**src/rtl/bnn_xnor_neuron.sv**
```systemverilog
// bnn_xnor_neuron
// Serial binary neuron. Byte pairs of activations and weights arrive over a
// valid/ready handshake. Each pair is XNORed, the matching bits are counted,
// and the counts are summed over N_BYTES transfers. The total is then compared
// against a threshold to give a 1-bit activation. The result is held, together
// with its raw sum, until the downstream stage accepts it.
//
// Ports:
//   clk        clock; all state updates on the rising edge
//   rst        synchronous active-high reset (overrides everything)
//   clr        synchronous abort of any partial or held evaluation
//   in_valid   byte pair valid
//   in_ready   stage can accept a byte pair (high only while accumulating)
//   in_act     8 activation bits (1 = +1, 0 = -1)
//   in_wgt     8 weight bits, same encoding
//   thresh     firing threshold, sampled with the last byte of an evaluation
//   out_valid  result valid (high only while holding a result)
//   out_ready  downstream accepts the result
//   out_bit    1 iff sum >= thresh
//   out_sum    final match count, 0..8*N_BYTES
module bnn_xnor_neuron #(
  parameter int N_BYTES = 4,
  parameter int SUM_W   = $clog2(8 * N_BYTES + 1)
) (
  input  logic             clk,
  input  logic             rst,
  input  logic             clr,
  input  logic             in_valid,
  output logic             in_ready,
  input  logic [7:0]       in_act,
  input  logic [7:0]       in_wgt,
  input  logic [SUM_W-1:0] thresh,
  output logic             out_valid,
  input  logic             out_ready,
  output logic             out_bit,
  output logic [SUM_W-1:0] out_sum
);

  localparam int CNT_W = (N_BYTES > 1) ? $clog2(N_BYTES) : 1;
  localparam logic [CNT_W-1:0] LAST_CNT = CNT_W'(N_BYTES - 1);

  typedef enum logic {
    ACC,
    HOLD
  } state_t;

  state_t           state;
  state_t           state_next;
  logic [SUM_W-1:0] acc;
  logic [CNT_W-1:0] cnt;
  logic [7:0]       match;
  logic [3:0]       pc;
  logic [SUM_W-1:0] sum_next;
  logic             take;
  logic             last;

  // Count the agreeing bit positions of the current byte pair (0..8).
  always_comb begin
    match = ~(in_act ^ in_wgt);
    pc    = '0;
    for (int i = 0; i < 8; i++) begin
      pc = pc + {3'b000, match[i]};
    end
  end

  // SUM_W is wide enough for 8*N_BYTES, so this sum never overflows.
  assign sum_next = acc + SUM_W'(pc);
  assign take     = in_ready && in_valid;
  assign last     = take && (cnt == LAST_CNT);

  // in_ready and out_valid depend only on the state register. clr always
  // forces a return to accumulation, even if a last byte is offered.
  always_comb begin
    state_next = state;
    in_ready   = 1'b0;
    out_valid  = 1'b0;
    case (state)
      ACC: begin
        in_ready = 1'b1;
        if (last) state_next = HOLD;
      end
      HOLD: begin
        out_valid = 1'b1;
        if (out_ready) state_next = ACC;
      end
      default: state_next = ACC;
    endcase
    if (clr) state_next = ACC;
  end

  always_ff @(posedge clk) begin
    if (rst) state <= ACC;
    else     state <= state_next;
  end

  // Accumulator and result registers. On clr, the result registers keep the
  // previous result, while any partial sum and the byte count are thrown away.
  always_ff @(posedge clk) begin
    if (rst) begin
      acc     <= '0;
      cnt     <= '0;
      out_bit <= 1'b0;
      out_sum <= '0;
    end else if (clr) begin
      acc <= '0;
      cnt <= '0;
    end else if (take) begin
      if (last) begin
        out_sum <= sum_next;
        out_bit <= (sum_next >= thresh);
        acc     <= '0;
        cnt     <= '0;
      end else begin
        acc <= sum_next;
        cnt <= cnt + CNT_W'(1);
      end
    end
  end

endmodule

```
**config.mk**
```make
export PLATFORM = sky130hd
export DESIGN_NAME = bnn_xnor_neuron
export DESIGN_NICKNAME = d
export VERILOG_FILES = /design/src/rtl/bnn_xnor_neuron.sv
export SDC_FILE = /design/constraint.sdc
export NUM_CORES = 1
export LEC_CHECK = 0
export CAP_MARGIN = 0
export CORE_ASPECT_RATIO = 0.5
export CORE_UTILIZATION = 30
export CTS_BUF_LIST = sky130_fd_sc_hd__clkbuf_4 sky130_fd_sc_hd__clkbuf_8 sky130_fd_sc_hd__clkbuf_16
export DETAILED_ROUTE_END_ITERATION = 16
export GPL_TIMING_DRIVEN = 0
export SLEW_MARGIN = 20
export SYNTH_ARGS = -nofsm -noshare
export SYNTH_HDL_FRONTEND = slang
export SYNTH_SLANG_ARGS = --single-unit
```
**constraint.sdc**
```tcl
create_clock -name clk -period 4.45 [get_ports clk]
set_clock_uncertainty 0.2 [all_clocks]
set_input_delay 0.89 -clock clk [delete_from_list [all_inputs] [get_ports clk]]
set_output_delay 0.89 -clock clk [all_outputs]
set_load 0.01 [all_outputs]
```
# Word level (Yosys, flattened, before mapping)
# Cells that the tools add are included.
# classes
addsub	9
n_lt_le_gt_ge	1
eq_ne	1
n_mux	7
bitwise_logic	4
reduce_logical	4
# op_table
op	count
$add 4x1->4	4
$not 8->8	1
$xor 8x8->8	1
$add 6x4->6	1
$ge 6x6->1	1
$mux 6	1
$add 3x1->4	1
$mux 1	4
$add 2x1->3	1
$reduce_and 3->1	1
$add 1x1->2	1
$add 2x1->2 const B	1
$eq 2x2->1 const B	1
$logic_and 1x1->1	2
$mux 2	1
$not 1->1	2
$pmux 1 s2	1
$reduce_or 2->1	1
# word_totals
ff_bits	16
inputBits	27
word_cells	31

# Depth between registers and ports, before layout
# logic_depth
word_depth	11
ltp_mapped	17

# Worst setup path before layout
# No wires, ideal clock.
# synth_timing
path_kind	in2reg
start	in in_act[0]
end	reg out_bit
setup_time_ps	120
arrival_ps	4525
path_slack_ps	-394
cell_stages	17
n_path_buf	0
path_cell_list	xnor2_1 > fa_1 > inv_1 > fa_1 > inv_1 > fa_1 > fa_1 > inv_1 > fa_1 > nor2b_1 > o21ai_1 > nor2b_1 > xnor2_1 > ha_1 > a21oi_1 > nand2_1 > o31a_1
# synth_via
elab_chain_cells	11
# synth_rtl
item	line	rtl
start, declared	30	input logic [7:0] in_act,
$xor 8x8->8	59	match = ~(in_act ^ in_wgt);
$not 8->8	59	
$add 1x1->2	62	pc = pc + {3'b000, match[i]};
$add 2x1->3	62	
$add 3x1->4	62	
$add 4x1->4 (4 in series)	62	
$add 6x4->6	67	assign sum_next = acc + SUM_W'(pc);
named net sum_next[4]	53	logic [SUM_W-1:0] sum_next;
$ge 6x6->1	110	out_bit <= (sum_next >= thresh);
end signal, assigned	110	
end, declared	35	output logic out_bit,
# The timed path passes the listed nets, and every way through them passes these cells.
# A chain may end at the register's enable or synchronous reset.

# Worst setup path in the final report
# layout_timing
start	in in_wgt[0]
end	reg out_bit
# layout_via
elab_chain_cells	11
# layout_rtl
item	line	rtl
start, declared	31	input logic [7:0] in_wgt,
$xor 8x8->8	59	
$not 8->8	59	
$add 1x1->2	62	
$add 2x1->3	62	
$add 3x1->4	62	
$add 4x1->4 (4 in series)	62	
$add 6x4->6	67	
named net sum_next[4]	53	
$ge 6x6->1	110	
# The timed path passes the listed nets, and every way through them passes these cells.

==> flow_summary.yaml <==
run_status:
  status: "complete, but fails checks"
  violations: "negative setup slack"
timing:
  tightest_slew_ns: 0.4443
  finalSetupTns_ns: -0.1314
  rsz0062_at_grt: "true"
  post-route-min-period_ns: 4.581
  slew_headroom_pct: 70.38
  drv_slew: 0
  finalHoldViolations: 0
  clock.fmax_ghz: 0.2183
  layout_setup_ws_ns: -0.1314
  period_share_pct: 103.0
  setup_viol: 1
worst_setup_path:
  crit_type: "input port to register"
  setup.worst_path.end_class: "register"
  regToRegSetupSlack_ns: 0.44
  r2r_end: "out_bit$_SDFFE_PP0P_"
  start_kind: "input port"
  required_ns: 4.45
  r2r_start: "acc[0]$_SDFFE_PP0P_"
  r2r_cells: 16
  path_max_fanout: 3
  crit_arrival_ns: 4.58
  cp-startpoint: "in_wgt[0]"
global_route:
  grt_first_pass_wirelength_um: 4650
  grt_pass1_vias: 1023
  grtUsageTotal_pct: 14.28
  grt_overflow: 0
  antenna_found_initial: 0
  grt_max_degree: 11
synth:
  syn_area_per_cell_sq_um: 8.430
  synth_area_leader_cell: "dfxtp_1"
  synth-seq-cells: 16
  yosysSeqAreaShare_pct: 26.20
  synth_edf_count: 0
  synth_warnings: 0
  async_reset_ff_share_pct: 0
  ys.flop_type: "dfxtp_1"
  synthCells: 145
  synthTopCellsByArea: "dfxtp_1, ha_1, fa_1"
  synth_top_area_share_pct: 26.20
  ys_types: 40
  syn-num-nets: 190
  synth_area_sq_um: 1222
layout:
  fillCellCount: 355
  area_growth_pct: 49.23
  final_core_util_pct: 49.85
  diodes: 0
  final_cell_area_sq_um: 1824
  drive_gt1_share_pct: 19.05
  fin_nets: 235
min_path:
  whs_endpoint: "out_sum[2]$_SDFFE_PP0P_"
  hold_path_depth: 2
  hold_start: "out_sum[2]$_SDFFE_PP0P_"
  worstHoldPathType: "register to register"
clock_tree:
  ctsHoldBuffers: 0
  clk_latency_ns: 0.25
  cts_buffers: 3
  clock-root-buffer: "clkbuf_8"
  cts_tree: "built"
  cts_buffer_depth: 2
  clk_pin_slew_ns: 0.06
  clkSinkCount: 16
  cts_max_level: 1
placed_design:
  placed_cell_area_sq_um: 1674
  finalWeightedCongestion: 0.8612
  io_buffers: 35
  hpwlAfterDp_um: 2207
route:
  first_iter_violations: 28
  drtPass1Iterations: 4
  drcViolationCount: 0
  dr_total_vias: 1100
  viasPerCell: 4.583
  wirelength_um: 2825
  ant_nets: 0
  wl_per_cell_um: 11.77
die:
  start_util_pct: 33.40
  die_h_um: 47.14
  rows: 15
  io_pins: 36
  coreArea_sq_um: 3660
  dieArea_sq_um: 4349
  fp.dieW_um: 92.28
power_and_ir_drop:
  leakage_uw: 0.0007583
  p_per_area_nw_per_um2: 375.7
  peakVddDrop_mv: 0.1467
job:
  maxCapViolCount: 0
## Yosys cell counts (all sizes together), types with 2 or more instances
| cell type | count |
|---|---|
| a211oi | 2 |
| a21oi | 9 |
| buf | 4 |
| clkbuf | 3 |
| dfxtp | 16 |
| fa | 5 |
| ha | 13 |
| inv | 15 |
| nand2 | 17 |
| nand3 | 3 |
| nand3b | 3 |
| nor2 | 13 |
| nor2b | 3 |
| o211ai | 3 |
| o21ai | 4 |
| o31a | 2 |
| or3 | 2 |
| xnor2 | 8 |
| xor2 | 3 |
## state kept, by name, indices dropped and copies added, names as in the netlist
signal / flops
out_sum: 6
out_bit: 1
state: 1
acc: 6
cnt: 2
## cell type report
type	instances	area, sq um	area share (%)
well taps	51	63.81	3.498
plain buffers	7	38.79	2.126
inverters	15	56.30	3.086
repair buffers	40	387.9	21.26
multi-input cells	107	902.1	49.45
flip-flops and latches	16	320.3	17.56
clock buffers	4	55.05	3.018
## metrics by stage
| stage | setup slack (ns) | total power, uW | hold slack, ns | instances |
|---|---|---|---|---|
| 4_1_cts | -0.2195 | 642.9 | 0.2687 | 239 |
| 3_5_place_dp | -0.9461 | 496.1 | 0.2580 | 231 |
| 6_report | -0.1314 | 685.4 | 0.2599 | 240 |
| 5_1_grt | -0.3019 | 752.4 | 0.2923 | 240 |
| 3_3_place_gp | -0.9128 | 490.7 | 0.2461 | 231 |
| 2_1_floorplan | -0.1547 | 398.6 | 0.2362 | 145 |
## per-layer routing
metal	vias to the layer above	global-route usage, %	share of wire (%)
li1	581	-	-
met1	501	20.04	52
met2	18	23.43	43
met3	0	3.883	4.7
met4	0	0.9375	0
met5	-	0	0
## layout by cell type (no fill, tap or decap), types with 2 or more instances in the layout
| cell type | Yosys | routed |
|---|---|---|
| a21oi_1 | 8 | 7 |
| buf_2 | 1 | 3 |
| buf_4 | 3 | 7 |
| buf_6 | 0 | 2 |
| clkbuf_1 | 3 | 3 |
| clkbuf_8 | 0 | 4 |
| clkdlybuf4s50_1 | 0 | 31 |
| dfxtp_1 | 16 | 16 |
| fa_1 | 5 | 3 |
| fa_2 | 0 | 2 |
| ha_1 | 13 | 12 |
| inv_1 | 15 | 13 |
| inv_2 | 0 | 2 |
| nand2_1 | 17 | 17 |
| nand3_1 | 3 | 3 |
| nand3b_1 | 3 | 3 |
| nor2_1 | 13 | 13 |
| o211ai_1 | 3 | 3 |
| o21ai_0 | 2 | 2 |
| o21ai_2 | 1 | 2 |
| o31a_1 | 2 | 2 |
| or3_1 | 2 | 2 |
| xnor2_1 | 8 | 4 |
| xnor2_2 | 0 | 3 |
| xor2_1 | 3 | 3 |
## worst max-delay path by stage
stage | end | slack, ns | cells after the start
after CTS | out_bit$_SDFFE_PP0P_ | -0.22 | 18
final | out_bit$_SDFFE_PP0P_ | -0.13 | 18
after floorplan | out_bit$_SDFFE_PP0P_ | -0.15 | 17
after global routing | out_bit$_SDFFE_PP0P_ | -0.30 | 18
after global placement | out_bit$_SDFFE_PP0P_ | -0.91 | 18
after detailed placement | out_bit$_SDFFE_PP0P_ | -0.95 | 18
## where the power goes
part	total [uW]	switching [uW]	leakage (uW)	internal, uW
Sequential	154	4.18	0.000129	150
Clock	129	50.6	0.0000288	78.5
Combinational	402	207	0.000600	195
## what timing repair did
| action | in CTS | in global routing |
|---|---|---|
| hold endpoints to repair | 0 | 0 |
| buffers inserted | 4 | 1 |
| pin swaps | 11 | 12 |
| gates resized for setup | 25 | 7 |
| endpoints found under the setup margin | 5 | 1 |
## cells by family (layout without fill, tap and decap cells)
kind of cell	after synthesis	in the layout	share of synthesized area [%]
AND/OR/NAND/NOR	50	50	20.78
adder cells (fa/ha/maj)	18	18	21.50
flip-flops	16	16	26.20
buffers and inverters	22	66	7.778
AO/OA/AOI/OAI	28	28	15.87
XOR/XNOR	11	11	7.882
## worst max-delay path: stages
cell,delay [ns]
buf_8,0.10
xnor2_4,0.13
fa_1,0.53
inv_1,0.05
fa_1,0.49
inv_2,0.04
fa_1,0.50
fa_2,0.24
inv_2,0.05
fa_2,0.36
nor2b_2,0.14
o21ai_2,0.08
nor2b_4,0.14
xnor2_2,0.16
ha_4,0.27
nand2_1,0.05
a311oi_2,0.20
o31a_1,0.16
(Power assumes the default switching activity.)
